## src/rtl/max7219_pkg.sv

```systemverilog
// Shared constants, state/phase encodings and word formatting for the MAX7219 16x16 matrix driver.
package max7219_pkg;

  localparam logic [3:0] REG_NOOP      = 4'h0;
  localparam logic [3:0] REG_DIGIT0    = 4'h1;
  localparam logic [3:0] REG_DIGIT1    = 4'h2;
  localparam logic [3:0] REG_DIGIT2    = 4'h3;
  localparam logic [3:0] REG_DIGIT3    = 4'h4;
  localparam logic [3:0] REG_DIGIT4    = 4'h5;
  localparam logic [3:0] REG_DIGIT5    = 4'h6;
  localparam logic [3:0] REG_DIGIT6    = 4'h7;
  localparam logic [3:0] REG_DIGIT7    = 4'h8;
  localparam logic [3:0] REG_DECODE    = 4'h9;
  localparam logic [3:0] REG_INTENSITY = 4'hA;
  localparam logic [3:0] REG_SCANLIMIT = 4'hB;
  localparam logic [3:0] REG_SHUTDOWN  = 4'hC;
  localparam logic [3:0] REG_DISPTEST  = 4'hF;

  localparam int unsigned INIT_CMDS = 5;
  localparam int unsigned ROWS      = 8;
  localparam int unsigned WORD_W    = 64;
  localparam int unsigned FRAME_W   = 256;

  typedef enum logic [1:0] {ST_INIT, ST_SNAP, ST_ROWS, ST_WAIT} state_e;
  typedef enum logic [1:0] {PH_CS_SETUP, PH_BIT_LO, PH_BIT_HI, PH_CS_HOLD} phase_e;

  // Same init command broadcast to all four devices.
  function automatic logic [WORD_W-1:0] init_word(input logic [2:0] idx, input logic [3:0] intensity);
    logic [11:0] cmd;
    case (idx)
      3'd0:    cmd = {REG_DISPTEST, 8'h00};
      3'd1:    cmd = {REG_DECODE, 8'h00};
      3'd2:    cmd = {REG_SCANLIMIT, 8'h07};
      3'd3:    cmd = {REG_INTENSITY, 4'h0, intensity};
      default: cmd = {REG_SHUTDOWN, 8'h01};
    endcase
    return {4{4'h0, cmd}};
  endfunction

  // Row r of each 8x8 quadrant; device d sits at x offset (d%2)*8, y offset (d/2)*8.
  function automatic logic [WORD_W-1:0] row_word(input logic [FRAME_W-1:0] frame, input logic [2:0] r);
    logic [WORD_W-1:0] w;
    logic [7:0]        data;
    w    = '0;
    data = '0;
    for (int d = 0; d < 4; d++) begin
      for (int b = 0; b < 8; b++)
        data[3'(b)] = frame[8'((((d / 2) * 8) + int'(r)) * 16 + ((d % 2) * 8) + b)];
      w[6'(d * 16) +: 16] = {4'h0, REG_DIGIT0 + 4'(r), data};
    end
    return w;
  endfunction

endpackage

```

## src/rtl/spi_word_tx.sv

```systemverilog
// Shifts one 64-bit word MSB first over a write-only SPI link; a transaction lasts 130*CLK_DIV cycles.
module spi_word_tx
  import max7219_pkg::*;
#(
  parameter int unsigned CLK_DIV = 4
) (
  input  logic              clk,
  input  logic              reset,
  input  logic              start,
  input  logic [WORD_W-1:0] word,
  output logic              sclk,
  output logic              mosi,
  output logic              cs_n,
  output logic              ready_c,
  output logic              done_c
);

  localparam int unsigned    DIV_W    = (CLK_DIV > 1) ? $clog2(CLK_DIV) : 1;
  localparam logic [DIV_W-1:0] DIV_LAST = DIV_W'(CLK_DIV - 1);

  logic              active_q, active_d;
  phase_e            phase_q, phase_d;
  logic [DIV_W-1:0]  div_q, div_d;
  logic [5:0]        bit_q, bit_d;
  logic [WORD_W-1:0] shreg_q, shreg_d;
  logic              sclk_q, sclk_d;
  logic              mosi_q, mosi_d;
  logic              cs_n_q, cs_n_d;
  logic              div_last;

  assign div_last = (div_q == DIV_LAST);
  assign done_c   = active_q && (phase_q == PH_CS_HOLD) && div_last;
  // A new word may start in the final hold cycle so transactions run back to back.
  assign ready_c  = !active_q || done_c;

  always_comb begin
    active_d = active_q;
    phase_d  = phase_q;
    div_d    = div_q;
    bit_d    = bit_q;
    shreg_d  = shreg_q;
    sclk_d   = sclk_q;
    mosi_d   = mosi_q;
    cs_n_d   = cs_n_q;
    if (active_q) begin
      div_d = div_last ? '0 : div_q + DIV_W'(1);
      if (div_last) begin
        case (phase_q)
          PH_CS_SETUP: phase_d = PH_BIT_LO;
          PH_BIT_LO: begin
            phase_d = PH_BIT_HI;
            sclk_d  = 1'b1;
          end
          PH_BIT_HI: begin
            sclk_d = 1'b0;
            if (bit_q == 6'd0) begin
              phase_d = PH_CS_HOLD;
              cs_n_d  = 1'b1;
            end else begin
              phase_d = PH_BIT_LO;
              bit_d   = bit_q - 6'd1;
              shreg_d = {shreg_q[WORD_W-2:0], 1'b0};
              mosi_d  = shreg_q[WORD_W-2];
            end
          end
          default: active_d = 1'b0;
        endcase
      end
    end
    if (start && ready_c) begin
      active_d = 1'b1;
      phase_d  = PH_CS_SETUP;
      div_d    = '0;
      bit_d    = 6'd63;
      shreg_d  = word;
      sclk_d   = 1'b0;
      mosi_d   = word[WORD_W-1];
      cs_n_d   = 1'b0;
    end
  end

  always_ff @(posedge clk) begin
    if (reset) begin
      active_q <= 1'b0;
      phase_q  <= PH_CS_SETUP;
      div_q    <= '0;
      bit_q    <= '0;
      shreg_q  <= '0;
      sclk_q   <= 1'b0;
      mosi_q   <= 1'b0;
      cs_n_q   <= 1'b1;
    end else begin
      active_q <= active_d;
      phase_q  <= phase_d;
      div_q    <= div_d;
      bit_q    <= bit_d;
      shreg_q  <= shreg_d;
      sclk_q   <= sclk_d;
      mosi_q   <= mosi_d;
      cs_n_q   <= cs_n_d;
    end
  end

  assign sclk = sclk_q;
  assign mosi = mosi_q;
  assign cs_n = cs_n_q;

endmodule

```

## src/rtl/max7219_matrix_driver.sv

```systemverilog
// Initialises a chain of four MAX7219s, then periodically snapshots the 16x16 frame and streams its 8 rows.
module max7219_matrix_driver
  import max7219_pkg::*;
#(
  parameter int unsigned CLK_DIV        = 4,
  parameter int unsigned REFRESH_CYCLES = 10000,
  parameter logic [3:0]  INTENSITY      = 4'd8
) (
  input  logic               clk,
  input  logic               reset,
  input  logic [FRAME_W-1:0] matrix,
  output logic               spi_sclk,
  output logic               spi_mosi,
  output logic               spi_cs_n,
  output logic               busy,
  output logic               frame_done
);

  localparam int unsigned     WAIT_W    = (REFRESH_CYCLES > 1) ? $clog2(REFRESH_CYCLES) : 1;
  localparam logic [WAIT_W-1:0] WAIT_LAST = WAIT_W'(REFRESH_CYCLES - 1);

  state_e             state_q, state_d;
  logic [3:0]         idx_q, idx_d;
  logic [WAIT_W-1:0]  wait_q, wait_d;
  logic [FRAME_W-1:0] frame_q, frame_d;
  logic               busy_q, busy_d;
  logic               frame_done_q, frame_done_d;
  logic               start_c;
  logic [WORD_W-1:0]  word_c;
  logic               tx_ready_c, tx_done_c;

  // idx_q counts the next command/row to launch; the FSM advances when the last one completes.
  always_comb begin
    state_d      = state_q;
    idx_d        = idx_q;
    wait_d       = wait_q;
    frame_d      = frame_q;
    busy_d       = busy_q;
    frame_done_d = 1'b0;
    start_c      = 1'b0;
    word_c       = '0;
    case (state_q)
      ST_INIT: begin
        if (tx_ready_c) begin
          if (idx_q < 4'(INIT_CMDS)) begin
            start_c = 1'b1;
            word_c  = init_word(idx_q[2:0], INTENSITY);
            idx_d   = idx_q + 4'd1;
          end else begin
            state_d = ST_SNAP;
            idx_d   = '0;
          end
        end
      end
      ST_SNAP: begin
        // Row 0 comes straight from matrix so it matches the snapshot taken this cycle.
        start_c = 1'b1;
        word_c  = row_word(matrix, 3'd0);
        frame_d = matrix;
        idx_d   = 4'd1;
        state_d = ST_ROWS;
      end
      ST_ROWS: begin
        if (tx_done_c) begin
          if (idx_q < 4'(ROWS)) begin
            start_c = 1'b1;
            word_c  = row_word(frame_q, idx_q[2:0]);
            idx_d   = idx_q + 4'd1;
          end else begin
            frame_done_d = 1'b1;
            busy_d       = 1'b0;
            wait_d       = '0;
            state_d      = ST_WAIT;
          end
        end
      end
      default: begin
        if (wait_q == WAIT_LAST) begin
          busy_d  = 1'b1;
          state_d = ST_SNAP;
        end else begin
          wait_d = wait_q + WAIT_W'(1);
        end
      end
    endcase
  end

  always_ff @(posedge clk) begin
    if (reset) begin
      state_q      <= ST_INIT;
      idx_q        <= '0;
      wait_q       <= '0;
      frame_q      <= '0;
      busy_q       <= 1'b1;
      frame_done_q <= 1'b0;
    end else begin
      state_q      <= state_d;
      idx_q        <= idx_d;
      wait_q       <= wait_d;
      frame_q      <= frame_d;
      busy_q       <= busy_d;
      frame_done_q <= frame_done_d;
    end
  end

  spi_word_tx #(.CLK_DIV(CLK_DIV)) u_tx (
    .clk     (clk),
    .reset   (reset),
    .start   (start_c),
    .word    (word_c),
    .sclk    (spi_sclk),
    .mosi    (spi_mosi),
    .cs_n    (spi_cs_n),
    .ready_c (tx_ready_c),
    .done_c  (tx_done_c)
  );

  assign busy       = busy_q;
  assign frame_done = frame_done_q;

endmodule

```

## config.mk

```make
export PLATFORM = sky130hd
export DESIGN_NAME = max7219_matrix_driver
export DESIGN_NICKNAME = d
export VERILOG_FILES = /design/src/rtl/max7219_pkg.sv /design/src/rtl/spi_word_tx.sv /design/src/rtl/max7219_matrix_driver.sv
export SDC_FILE = /design/constraint.sdc
export NUM_CORES = 1
export LEC_CHECK = 0
export ABC_AREA = 1
export ABC_CLOCK_PERIOD_IN_PS = 3000
export BUFFER_PORTS_ARGS = -buffer_cell sky130_fd_sc_hd__buf_2
export CAP_MARGIN = 20
export CORE_UTILIZATION = 51
export DETAILED_ROUTE_END_ITERATION = 6
export PLACE_DENSITY = 0.81
export SKIP_LAST_GASP = 1
export SLEW_MARGIN = 20
export SYNTH_ARGS = -nofsm -noshare
export SYNTH_HDL_FRONTEND = slang
export SYNTH_SLANG_ARGS = --single-unit
```

## constraint.sdc

```tcl
create_clock -name clk -period 3 [get_ports clk]
set_clock_uncertainty 0.05 [all_clocks]
set_input_delay 0.45 -clock clk [delete_from_list [all_inputs] [get_ports clk]]
set_output_delay 0.45 -clock clk [all_outputs]
set_load 0.1 [all_outputs]
```

Yosys cells after proc, flatten, opt, wreduce, memory -nomap -nowiden
Index checks and enable logic that the tools add are counted.

Bits in registers: 355.

Bitwise operators: 3. Add/subtract/negate cells: 12. $lt $le $gt $ge: 10. Equality and inequality tests: 17. Mux-type cells: 82. Reduce and logical (&&, ||, !) cells: 30.

Operators by type and width (count): two-way mux 63 bit (5); case mux 60 bit (3 select lines) (1); two-way mux 60 bit (2); < comparator 8 x 10 -> 1 bit (second input constant) (7); binary-select mux 1 bit (select 8 bit) (7); two-way mux 28 bit (2); case mux 11 bit (4 select lines) (1); two-way mux 14 bit (3); two-way mux 1 bit (37); two-way mux 6 bit (5); case mux 14 bit (2 select lines) (1); AND reduction 4 bit (5); adder 7 x 2 -> 8 bit (second input constant) (2); adder 8 x 3 -> 8 bit (second input constant) (2); two-way mux 4 bit (4); adder 14 x 1 -> 14 bit (second input constant) (1); equality test 14 bit (second input constant) (1); two-way mux 2 bit (7); case mux 2 bit (3 select lines) (2); case mux 4 bit (3 select lines) (1); nonzero test 2 bit (6); < comparator 7 x 9 -> 1 bit (second input constant) (1); adder 7 x 1 -> 8 bit (second input constant) (1); adder 7 x 4 -> 8 bit (second input constant) (1); 29 further kinds (49).

Logic depth before layout (Yosys ltp)
Gate-level depths: netlist of run 1.

Depth in word-level cells: 9. Mapped depth: 17. Mapped depth without buffers: 15.

By module
Synthesis of run 1 repeated with hierarchy kept, for this count alone.

Cells, all modules: 1130. Area, all modules: 7961.4 µm².

Modules (own cells, without submodules): max7219_matrix_driver (area each 4496.8 µm², seq. area each 1721.7 µm², cells each 676, times used 1); spi_word_tx (area each 3464.6 µm², seq. area each 1541.5 µm², cells each 454, times used 1).

Least setup slack after synthesis of run 1
OpenSTA, ideal clock, no wires.

Path kind: register to register. Start: reg idx_q[0]. End: reg u_tx.shreg_q[17]. Library setup time: 0.119 ns. Path buffers: 3. Stages on the path, launching flop included: 15. Arrival: 2.046 ns. Data required time: 2.831 ns. Slack: 0.785 ns. Clock period less this slack: 2.215 ns. Path through: dfxtp_1 -> buf_2 -> clkinv_1 -> clkbuf_1 -> ha_1 -> inv_1 -> nand2_1 -> nand3_1 -> nor2_1 -> nor2_2 -> nor2_4 -> buf_6 -> nand3_1 -> nand2_1 -> a21oi_1.

Longest elaborated chain between the ends: 9.

Ends and longest elaborated chain: from (decl) (line max7219_matrix_driver.sv:23) `logic [3:0] idx_q, idx_d;`; from (signal assigned) (line max7219_matrix_driver.sv:98) `idx_q <= idx_d;`; adder 7 x 4 -> 8 bit; adder 8 x 2 -> 8 bit (line max7219_pkg.sv:48) `data[3'(b)] = frame[8'((((d / 2) * 8) + int'(r)) * 16 + ((d % 2) * 8) + b)];`; binary-select mux 1 bit (select 8 bit) (line max7219_pkg.sv:48); two-way mux 1 bit (implied by the code) (2 in series) (line max7219_pkg.sv:48); two-way mux 28 bit (line max7219_matrix_driver.sv:65) `if (idx_q < 4'(ROWS)) begin`; two-way mux 28 bit (line max7219_matrix_driver.sv:64) `if (tx_done_c) begin`; case mux 60 bit (3 select lines) (line max7219_matrix_driver.sv:42) `case (state_q)`; two-way mux 63 bit (line spi_word_tx.sv:70) `if (start && ready_c) begin`; to (signal assigned) (line spi_word_tx.sv:97) `shreg_q <= shreg_d;`; to (decl) (line spi_word_tx.sv:25) `logic [WORD_W-1:0] shreg_q, shreg_d;`.

Parallel ways exist; a longest one is shown, timed or not. The select of a mux whose other input is x is not followed. A chain may end at the register's enable or synchronous reset.

Final worst setup path of run 1
Start: reg state_q[0]. End: reg u_tx.shreg_q[34].

Longest elaborated chain between the ends: 5.

Ends and longest elaborated chain: from (decl) (line max7219_matrix_driver.sv:22) `state_e state_q, state_d;`; from (signal assigned) (line max7219_matrix_driver.sv:97) `state_q <= state_d;`; equality test 2 bit (tied with other cells) (line max7219_matrix_driver.sv:42); case mux 1 bit (3 select lines) (line max7219_matrix_driver.sv:42); logical AND 1 bit (line spi_word_tx.sv:70); != test 2 bit (no source line) / nonzero test 2 bit (equally long branches); AND reduction 4 bit (no source line).

Parallel ways exist; a longest one is shown, timed or not.

==> results of run 1 <==
-- final cells by class --
class,count,area (µm²),area share
Tap cell,184,230,0.0267
Clock inverter,14,156,0.0181
Multi-Input combinational cell,754,3700,0.429
Sequential cell,163,3260,0.378
Inverter,96,365,0.0423
Timing Repair Buffer,87,478,0.0553
Clock buffer,18,439,0.0508
-- registers in the layout (all words and copies together) (netlist names) --
| register | count |
|---|---|
| frame_done | 1 |
| wait_q | 14 |
| u_tx.phase_q | 2 |
| u_tx.mosi | 1 |
| u_tx.div_q | 2 |
| u_tx.bit_q | 6 |
| u_tx.sclk | 1 |
| state_q | 2 |
| u_tx.shreg_q | 63 |
| u_tx.active_q | 1 |
| busy | 1 |
| u_tx.cs_n | 1 |
| frame_q | 64 |
| idx_q | 4 |
-- worst max-delay path: stages, from the launching register on --
cell,delay [ps]
sky130_fd_sc_hd__dfxtp_1,340
sky130_fd_sc_hd__inv_1,100
sky130_fd_sc_hd__ha_1,350
sky130_fd_sc_hd__nand2_2,140
sky130_fd_sc_hd__nor2_4,280
sky130_fd_sc_hd__nor2_2,90
sky130_fd_sc_hd__nand2_4,140
sky130_fd_sc_hd__nand2_8,160
sky130_fd_sc_hd__nand2_8,260
sky130_fd_sc_hd__inv_6,120
sky130_fd_sc_hd__a21oi_2,200
sky130_fd_sc_hd__a21oi_1,100
-- power breakdown --
part           total, mW  internal, mW  switching (mW)
combinational       3.53          1.09            2.44
sequential          2.93          2.68           0.248
clock               2.20          1.21           0.996
-- cell usage after synthesis --
| cell | number |
|---|---|
| sky130_fd_sc_hd__o21ai_0 | 105 |
| sky130_fd_sc_hd__a31oi_1 | 6 |
| sky130_fd_sc_hd__buf_6 | 4 |
| sky130_fd_sc_hd__o221ai_1 | 1 |
| sky130_fd_sc_hd__a21oi_2 | 2 |
| sky130_fd_sc_hd__inv_1 | 90 |
| sky130_fd_sc_hd__o21ai_1 | 8 |
| sky130_fd_sc_hd__or2_2 | 2 |
| sky130_fd_sc_hd__nand4_1 | 13 |
| sky130_fd_sc_hd__nor2_1 | 108 |
| sky130_fd_sc_hd__nand2_8 | 2 |
| sky130_fd_sc_hd__nor3_1 | 13 |
| sky130_fd_sc_hd__xor2_1 | 7 |
| sky130_fd_sc_hd__nand3_1 | 75 |
| sky130_fd_sc_hd__nor2_2 | 3 |
| sky130_fd_sc_hd__nor4_2 | 1 |
| sky130_fd_sc_hd__inv_2 | 3 |
| sky130_fd_sc_hd__nand3b_1 | 1 |
| sky130_fd_sc_hd__nand2_2 | 5 |
| sky130_fd_sc_hd__clkbuf_1 | 39 |
| sky130_fd_sc_hd__nor2_4 | 4 |
| sky130_fd_sc_hd__nand2_1 | 214 |
| sky130_fd_sc_hd__a21oi_1 | 147 |
| sky130_fd_sc_hd__o211ai_1 | 13 |
| sky130_fd_sc_hd__dfxtp_1 | 163 |
| sky130_fd_sc_hd__buf_1 | 2 |
| sky130_fd_sc_hd__nand2_4 | 2 |
| sky130_fd_sc_hd__nor4_1 | 1 |
| sky130_fd_sc_hd__a21boi_0 | 1 |
| sky130_fd_sc_hd__clkinv_1 | 2 |
| sky130_fd_sc_hd__ha_1 | 19 |
| sky130_fd_sc_hd__inv_6 | 1 |
| sky130_fd_sc_hd__buf_2 | 13 |
| sky130_fd_sc_hd__xnor2_1 | 1 |
| sky130_fd_sc_hd__buf_4 | 6 |
-- through the flow --
step / std cells / hold WS (ps) / total power, mW / cell area (µm²)
after CTS: 1316 / 182 / 8.66 / 8640
after global placement: 1284 / 392 / 6.35 / 8040
final: 1316 / 190 / 8.66 / 8640
after floorplan: 1077 / 379 / 5.78 / 7640
after global routing: 1316 / 188 / 9.28 / 8640
after detailed placement: 1284 / 391 / 6.44 / 8040
-- path summary, 6_finish.rpt --
kind | cells after the start | endpoint
worst max-delay path | 11 | u_tx.shreg_q[34]
worst min-delay path | 3 | frame_q[33]
worst max register to register | 11 | u_tx.shreg_q[34]
worst min register to register | 2 | frame_q[56]
-- kinds of logic (layout without fill, tap and decap cells) --
family                     count (synthesis)  in the layout  share of synthesized area
xor gates and xnor gates                   8              8                    0.00917
DFF                                      163            163                      0.427
adders and majority gates                 19             19                     0.0311
AOI/OAI and AO/OA                        283            283                      0.192
buffers and inverters                    160            215                     0.0882
and+or+nand+nor                          444            444                      0.252
-- per-layer routing --
layer,part of all wire,track usage,vias to the layer above
met5,0.00067,0,-
met4,0.027,0.103,2
met3,0.051,0.0563,40
li1,-,-,3640
met1,0.46,0.334,3275
met2,0.46,0.413,211
==> results.md, run 1 <==
- Post-synthesis area per instance: 7.10 µm²
- CTS resizes: 0
- Category of the critical setup timing path: reg2reg
- Global placement routability congestion: just under 0.9
- Worst ir drop on vdd: 619 µV
- Hold-fix buffers, CTS: 0
- Filler cell count: 1358
- Shortest period the worst path allows: 2460 ps
- Die width: 124 µm
- Net count reported at finish: approximately 1400
- Critical path startpoint: state_q[0]
- Remaining design rule violation count: 0
- Die extent in y: 124 µm
- Yosys cell types: 35
- Worst min-delay path startpoint: matrix[33]
- Post-Route WL: 19400 µm
- DP Wirelength: 13200 µm
- Total Neg Setup Slack: 0 ps
- Total number of vias: ~7200
- Standby leakage power: roughly 3.5 nW
- Root buf cell: sky130_fd_sc_hd__clkbuf_16
- Worst min-delay path category: in2reg
- H-tree lvl count: 4
- Hold Fails Final Rpt: 0
- Cell Pwr Density: 1000 mW/mm²
- Syn_nets: 1354
- Maximum number of pins on one net before global-route repair: 73
- Clock tree buffer depth: 2
- Number of design-rule violations left by the first detailed-router iteration: 657
- Final global-route overflow total: 0
- Std cell rows: 44
- Postcts setup bufs: 0
- Routed length per placed instance: ~15 µm
- Final setup violation count: 0
- Area growth, synth to finish: 13.0%
- CP required: 3270 ps
- Port bufs: 70
- Crit path arrival time: about 2700 ps
- Clock latency on the worst-skew pair: 440 ps
- Worst Setup Slack, final: 537 ps
- Antenna violations before repair: 1
- First-pass GRT wire length: about 32000 µm
- Core region area: about 0.015 mm²
- CP endpoint kind: flop
- Gate count after technology mapping: 1077
- Fraction of the yosys area taken by sequential cells: 0.427
- # Max-Cap Violations: 0
- Synthesized cell area: 0.00764 mm²
- RSZ-0062 raised after global routing: false
- Slack of the worst reg-to-reg path: 540 ps
- Layout cell share with drive strength beyond 1: 0.129
- Largest cells by area after synthesis: sky130_fd_sc_hd__dfxtp_1 43%, sky130_fd_sc_hd__nand2_1 11%, sky130_fd_sc_hd__a21oi_1 9.6%
- Post-placement setup slack: 563 ps
- Via density per instance: 5.45
- Critical path peak fanout: 36
- Number of register bits inferred by synthesis: between 150 and 200
- Clock net sink count: 163
- Top-area cell type share of the netlist area: 0.427
- Die footprint: 0.0155 mm²
- Final antenna diode count: 0
- Beginning of the worst register-to-register path: state_q[0]
- Outcome: complete, no violations
- IO Count: 263
- Share of the cycle needed by the critical path after routing: 0.821
- Pre-antenna DRT Iters: 5
- Via count of the first global-routing pass: 6674
- Number of clock buffers inserted by TritonCTS: 17
- Slew at the pin closest to its max-slew limit: 698 ps
- Aggregate global-route resource usage: 0.257
- Clock tree from TritonCTS: yes
- Startpoint type of the worst setup path: flop
- Clock edge transition at the registers on the reported setup and hold paths: 70 ps
- Synth area leader: sky130_fd_sc_hd__dfxtp_1
- Leading cell types in the layout, fill and taps excluded: 214 x sky130_fd_sc_hd__nand2_1, 163 x sky130_fd_sc_hd__dfxtp_1, 147 x sky130_fd_sc_hd__a21oi_1, 108 x sky130_fd_sc_hd__nor2_1, 105 x sky130_fd_sc_hd__o21ai_0
- Initial core utilization: 0.524
- Warning count from the yosys run: 0
- Count of pins over their slew limit: 0
- Relative slew slack: 0.534
- Remaining number of nets flagged by the antenna check after routing: 0
- Highest Clock Rate: 406 MHz
- Leading cell type in the layout, fill and taps excluded: sky130_fd_sc_hd__nand2_1
- Post-layout util: 0.592
Note: power is estimated with default switching activity, not from simulation.
==> run 2, diff against run 1 <==
--- a/config.mk
+++ b/config.mk
@@ -6,12 +6,12 @@
 export NUM_CORES = 1
 export LEC_CHECK = 0
 export ABC_AREA = 1
-export ABC_CLOCK_PERIOD_IN_PS = 3000
+export ABC_CLOCK_PERIOD_IN_PS = 2240
 export BUFFER_PORTS_ARGS = -buffer_cell sky130_fd_sc_hd__buf_2
 export CAP_MARGIN = 20
-export CORE_UTILIZATION = 51
+export CORE_UTILIZATION = 46
 export DETAILED_ROUTE_END_ITERATION = 6
-export PLACE_DENSITY = 0.81
+export PLACE_DENSITY = 0.77
 export SKIP_LAST_GASP = 1
 export SLEW_MARGIN = 20
 export SYNTH_ARGS = -nofsm -noshare
==> constraint.sdc (replaced) <==
create_clock -name clk -period 2.24 [get_ports clk]
set_clock_uncertainty 0.05 [all_clocks]
set_input_delay 0.336 -clock clk [delete_from_list [all_inputs] [get_ports clk]]
set_output_delay 0.336 -clock clk [all_outputs]
set_load 0.1 [all_outputs]
==> run 2 against run 1 <==
Effect of this change:
- first-iteration DRC count shrank 9.3%
- maximum frequency increased by 17%
- non-clock buffer count increased by 18
- design area increased by 2.1%
- flip-flop and latch count did not move
- clock power rose by 27%
- final cell count increased by 3.9%
- utilization shrank 4.3 points
- critical endpoint is now u_tx.shreg_q[18]
- largest power group unchanged
==> results.md, run 2 (synthesis gave the netlist of run 1 again) <==
- Outcome: complete, no violations
- Die extent in y: 131 µm
- Die width: 131 µm
- Net count reported at finish: 1414
- Switching part of the total power: 0.414
- Die footprint: 0.0171 mm²
- Total number of vias: 7268
- Port bufs: 70
- First-pass GRT wire length: 31500 µm
- Startpoint type of the worst setup path: flop
- Core region area: 0.0161 mm²
- # Max-Cap Violations: 0
- Clock net sink count: between 150 and 200
- Aggregate global-route resource usage: 0.236
- Number of flip-flops under the largest register name: between 60 and 70
- Cell Pwr Density: 1330 mW/mm²
- Layout cell share with drive strength beyond 1: 0.142
- Clock tree buffer depth: 2
- Highest Clock Rate: between 400 and 500 MHz
- Leading cell types in the layout, fill and taps excluded: 214 x sky130_fd_sc_hd__nand2_1, 163 x sky130_fd_sc_hd__dfxtp_1, 147 x sky130_fd_sc_hd__a21oi_1, 108 x sky130_fd_sc_hd__nor2_1, 104 x sky130_fd_sc_hd__o21ai_0
- Worst min-delay path category: in2reg
- Antenna violations before repair: 2
- Net Sw Power: between 4 and 5 mW
- Slowest Stage Delay on Critical Path: 380 ps
- Clock edge transition at the registers on the reported setup and hold paths: 60 ps
- Sequential cell area: approximately 0.0033 mm²
- Slowest cell on the critical path: sky130_fd_sc_hd__dfxtp_1
- Leading cell type in the layout, fill and taps excluded: sky130_fd_sc_hd__nand2_1
- Cell breakdown of the critical path: inv_1 > ha_1 > nand2_2 > inv_1 > nand2_1 > nand2_1 > nor2_2 > nor2_4 > buf_4 > or2_2 > nand2_1 > a21oi_1
- Slack of the worst reg-to-reg path: 130 ps
- Std cell rows: between 40 and 50
- Area growth, synth to finish: 15.4%
- Shortest period the worst path allows: 2110 ps
- Final global-route overflow total: 0
- Share of total power in the clock network: 0.238
- Critical path peak fanout: 9
- Root buf cell: sky130_fd_sc_hd__clkbuf_16
- DP Wirelength: 13200 µm
- Register with the highest flop count: frame_q
- RSZ-0062 raised after global routing: true
- Standby leakage power: between 3 and 4 nW
- Share of the cycle needed by the critical path after routing: 0.941
- Via count of the first global-routing pass: approximately 6500
- Post-Route WL: about 19000 µm
- Worst ir drop on vdd: 805 µV
- Category of the critical setup timing path: reg2reg
- Largest registers in the final layout: frame_q: 64 flops, u_tx.shreg_q: 63 flops, wait_q: 14 flops
- Final cell count without fillers: 1367
- Filler cell count: 1549
- Remaining design rule violation count: 0
- Global placement routability congestion: 0.931
- Most repeated library cell on the critical path: sky130_fd_sc_hd__nand2_1
- Via density per instance: 5.32
- Overall power consumption: 11.7 mW
- Placed instance count: approximately 1300
- Pre-antenna DRT Iters: 5
- Number of design-rule violations left by the first detailed-router iteration: 596
- Crit path arrival time: 2370 ps
- Combinational cell fraction of total power: 0.428
- CP required: 2510 ps
- CP endpoint kind: flop
- Count of pins over their slew limit: 0
- Total Neg Setup Slack: 0 ps
- IO Count: 263
- Count of buffer and inverter cells on the critical path: 3
- Maximum number of pins on one net before global-route repair: 83
- Final setup violation count: 0
- Hold-fix buffers, CTS: 0
- Fin Hold WS: around 78 ps
- H-tree lvl count: 4
- Placed Area: 0.00825 mm²
- Internal portion of total power: ~7 mW
- Footprint of the multi-input gates: 0.00371 mm²
- Relative slew slack: 0.676
- Hold Fails Final Rpt: 0
- Number of clock buffers inserted by TritonCTS: 17
- Kind of cell adding the most delay to the critical path: simple AND/OR/NAND/NOR gates
- Total non-filler cell area in the finished layout: around 0.0088 mm²
- Clock latency on the worst-skew pair: 430 ps
- Routed length per placed instance: 14.2 µm
- Clock tree from TritonCTS: yes
- Slew at the pin closest to its max-slew limit: 489 ps
- Initial core utilization: 0.476
- Sequential share of power: 0.334
- Remaining number of nets flagged by the antenna check after routing: 0
-- run 2: changes by cell type in the layout (fill, tap and decap cells not counted), sizes merged --
cell      delta
clkinv       -1
clkinvlp     +3
clkbuf       +4
inv          -6
buf         +18
diode        +1
-- run 2: stage by stage --
| stage | utilization | setup WS, ps |
|---|---|---|
| 2_1_floorplan | - | 25.0 |
| 3_3_place_gp | 0.514 | 213 |
| 3_5_place_dp | 0.514 | 148 |
| 4_1_cts | 0.549 | 93.0 |
| 5_1_grt | 0.549 | -21.8 |
| 6_report | 0.549 | 133 |
-- run 2: worst min-delay path: cells and delay by family --
family / cells / cell delay (ps)
buf+inv: 1 / 80
simple gates: 2 / 110
-- run 2: final timing paths --
kind / start / endpoint / cells after the start
hold / removal: matrix[33] / frame_q[33] / 3
setup reg to reg: state_q[0] / u_tx.shreg_q[18] / 12
setup / recovery: state_q[0] / u_tx.shreg_q[18] / 12
hold reg to reg: frame_q[48] / frame_q[48] / 2
-- run 2: layout make-up --
type	count	area share
Sequential cell	163	0.370
Multi-Input combinational cell	754	0.420
Clock inverter	10	0.0112
Clock buffer	22	0.0526
Tap cell	216	0.0306
Antenna cell	1	0.000284
Inverter	96	0.0414
Timing Repair Buffer	105	0.0737
-- run 2: repair_timing --
| item | CTS | global route |
|---|---|---|
| resized for setup | 0 | 3 |
| setup endpoints to repair | 0 | 4 |
| hold endpoints to repair | 0 | 0 |
| setup buffers | 0 | 1 |
-- run 2: layer usage --
layer  GRT usage  routed length, µm  up-vias
met5           0                 14        -
met4      0.0581                206        2
met3      0.0513               1140       18
met2       0.396               9170      193
met1       0.307               8870     3388
li1            -                  -     3667
-- run 2: power groups by stage --
stage / clock network, mW / registers [mW] / logic (mW)
floorplan: 0 / 3.95 / 3.79
global placement: 0 / 3.95 / 4.80
detailed placement: 0 / 3.97 / 4.91
CTS: 2.83 / 3.92 / 4.98
global route: 2.94 / 4.00 / 5.63
finish: 2.80 / 3.92 / 5.02
==> run 3, diff against run 2 <==
--- a/config.mk
+++ b/config.mk
@@ -7,11 +7,11 @@
 export LEC_CHECK = 0
 export ABC_AREA = 1
 export ABC_CLOCK_PERIOD_IN_PS = 2240
-export BUFFER_PORTS_ARGS = -buffer_cell sky130_fd_sc_hd__buf_2
 export CAP_MARGIN = 20
-export CORE_UTILIZATION = 46
+export CORE_UTILIZATION = 57
 export DETAILED_ROUTE_END_ITERATION = 6
-export PLACE_DENSITY = 0.77
+export DONT_BUFFER_PORTS = 1
+export PLACE_DENSITY = 0.75
 export SKIP_LAST_GASP = 1
 export SLEW_MARGIN = 20
 export SYNTH_ARGS = -nofsm -noshare
==> run 3 against run 2 <==
Effect of this change:
- final cell count fell by 6.7%
- via count fell by 5.1%
- total power fell by 0.91%
- critical path depth fell by 4
- first-iteration DRC count fell by 18%
- die area fell by 19%
- maximum frequency rose by 2.6%
- design area fell by 2.1%
==> results.md, run 3 (synthesis gave the netlist of run 1 again) <==
- Shortest period the worst path allows: 2050 ps
- Overall power consumption: roughly 12 mW
- IO Count: 263
- H-tree lvl count: 4
- Total Neg Setup Slack: 0 ps
- Via count of the first global-routing pass: around 6400
- Worst reg2reg endpoint: u_tx.shreg_q[34]
- Remaining design rule violation count: 0
- Postcts setup bufs: 0
- CP endpoint kind: flop
- Post-placement setup slack: 184 ps
- Number of design-rule violations left by the first detailed-router iteration: 491
- Layout cell share with drive strength beyond 1: 0.0907
- Largest registers in the final layout: frame_q: 64 flops, u_tx.shreg_q: 63 flops, wait_q: 14 flops
- Maximum number of pins on one net before global-route repair: 62
- Crit path arrival time: 2320 ps
- Clock latency on the worst-skew pair: 430 ps
- Slack of the worst reg-to-reg path: 190 ps
- Std cell rows: 41
- Fin Hold WS: 8.96 ps
- Antenna violations before repair: 4
- Placed Area: 0.00789 mm²
- Outcome: complete, no violations
- Number of flip-flops under the largest register name: 64
- Worst Setup Slack, final: 185 ps
- Standby leakage power: 3.40 nW
- Placed instance count: 1225
- Critical Path Sink: u_tx.shreg_q[34]
- Relative slew slack: 0.628
- First-pass GRT wire length: ~31000 µm
- Aggregate global-route resource usage: 0.282
- Via density per instance: 5.41
- Leading cell types in the layout, fill and taps excluded: 214 x sky130_fd_sc_hd__nand2_1, 163 x sky130_fd_sc_hd__dfxtp_1, 147 x sky130_fd_sc_hd__a21oi_1, 108 x sky130_fd_sc_hd__nor2_1, 105 x sky130_fd_sc_hd__o21ai_0
- Beginning of the worst register-to-register path: u_tx.phase_q[0]
- Global placement routability congestion: 0.943
- Routed length per placed instance: 14.7 µm
- RSZ-0062 raised after global routing: false
- Final global-route overflow total: 0
- Total non-filler cell area in the finished layout: around 0.0086 mm²
- Category of the critical setup timing path: reg2reg
- Port bufs: 0
- Root buf cell: sky130_fd_sc_hd__clkbuf_16
- Critical path startpoint: u_tx.phase_q[0]
- Share of the cycle needed by the critical path after routing: 0.917
- Clock net sink count: 163
- Number of clock buffers inserted by TritonCTS: 17
- Cell Pwr Density: 1350 mW/mm²
- Worst min-delay path category: in2reg
- Die footprint: 0.0139 mm²
- Final cell count without fillers: roughly 1300
- Final setup violation count: 0
- Worst ir drop on vdd: 677 µV
- Net count reported at finish: 1366
- Post-Route WL: 18800 µm
- Clock edge transition at the registers on the reported setup and hold paths: 70 ps
- Pre-antenna DRT Iters: 5
- Total number of vias: ~7000
- Critical path peak fanout: 27
- Die width: 118 µm
- Register with the highest flop count: frame_q
- CP required: around 2500 ps
- Initial core utilization: 0.596
- Clock tree buffer depth: 2
- Post-layout util: 0.673
- DP Wirelength: 12800 µm
- Hold Fails Final Rpt: 0
- Highest Clock Rate: approximately 490 MHz
- Die extent in y: ~120 µm
- Register-to-Register Path Depth: 8
- Startpoint type of the worst setup path: flop
- # Max-Cap Violations: 0
- Remaining number of nets flagged by the antenna check after routing: 0
- Count of pins over their slew limit: 0
- Slew at the pin closest to its max-slew limit: 557 ps
- Clock tree from TritonCTS: yes
- Area growth, synth to finish: 13.0%
- Core region area: 0.0128 mm²
- Leading cell type in the layout, fill and taps excluded: sky130_fd_sc_hd__nand2_1
run 3: worst min path at each step:
stage                      startpoint  slack (ps)       endpoint  cells past startpoint
final                      matrix[42]           9    frame_q[42]                      2
after global routing       matrix[16]           9    frame_q[16]                      2
after floorplan           frame_q[56]         380    frame_q[56]                      2
after global placement          reset         360  u_tx.bit_q[2]                      1
after detailed placement        reset         360  u_tx.active_q                      1
after CTS                  matrix[16]         0.2    frame_q[16]                      2
run 3: area by class of cell:
type	count	area, µm²
clock inverters	14	128
flip-flops and latches	163	3260
fillers	1158	4190
inverters	96	373
multi-input cells	754	3700
diodes	1	2.50
repair buffers	57	518
well taps	172	215
clock buffers	18	429
run 3: report_power, final:
group / leakage, nW / internal (mW) / switching (mW)
sequential: 1.33 / 3.59 / 0.310
combinational: 1.81 / 1.66 / 3.30
clock: 0.264 / 1.54 / 1.23
run 3: routing by layer:
layer,global-route usage,vias to the layer above,share of wire
li1,-,3571,-
met1,0.360,3133,0.45
met2,0.453,156,0.46
met3,0.0635,34,0.056
met4,0.126,6,0.025
met5,0,-,0.0016
run 3: worst max-delay path, cell delays in order, from the launching register on:
cell	delay [ps]
sky130_fd_sc_hd__dfxtp_1	400
sky130_fd_sc_hd__ha_1	250
sky130_fd_sc_hd__a21oi_2	120
sky130_fd_sc_hd__nor2_2	310
sky130_fd_sc_hd__nand2_8	160
sky130_fd_sc_hd__nand2_8	200
sky130_fd_sc_hd__clkinv_8	130
sky130_fd_sc_hd__a21oi_2	200
sky130_fd_sc_hd__a21oi_1	90
run 3: what timing repair did:
action	in CTS	in global routing
setup endpoints to repair	0	4
endpoints found under the hold margin	49	0
hold buffers	17	0
gates resized for setup	0	3
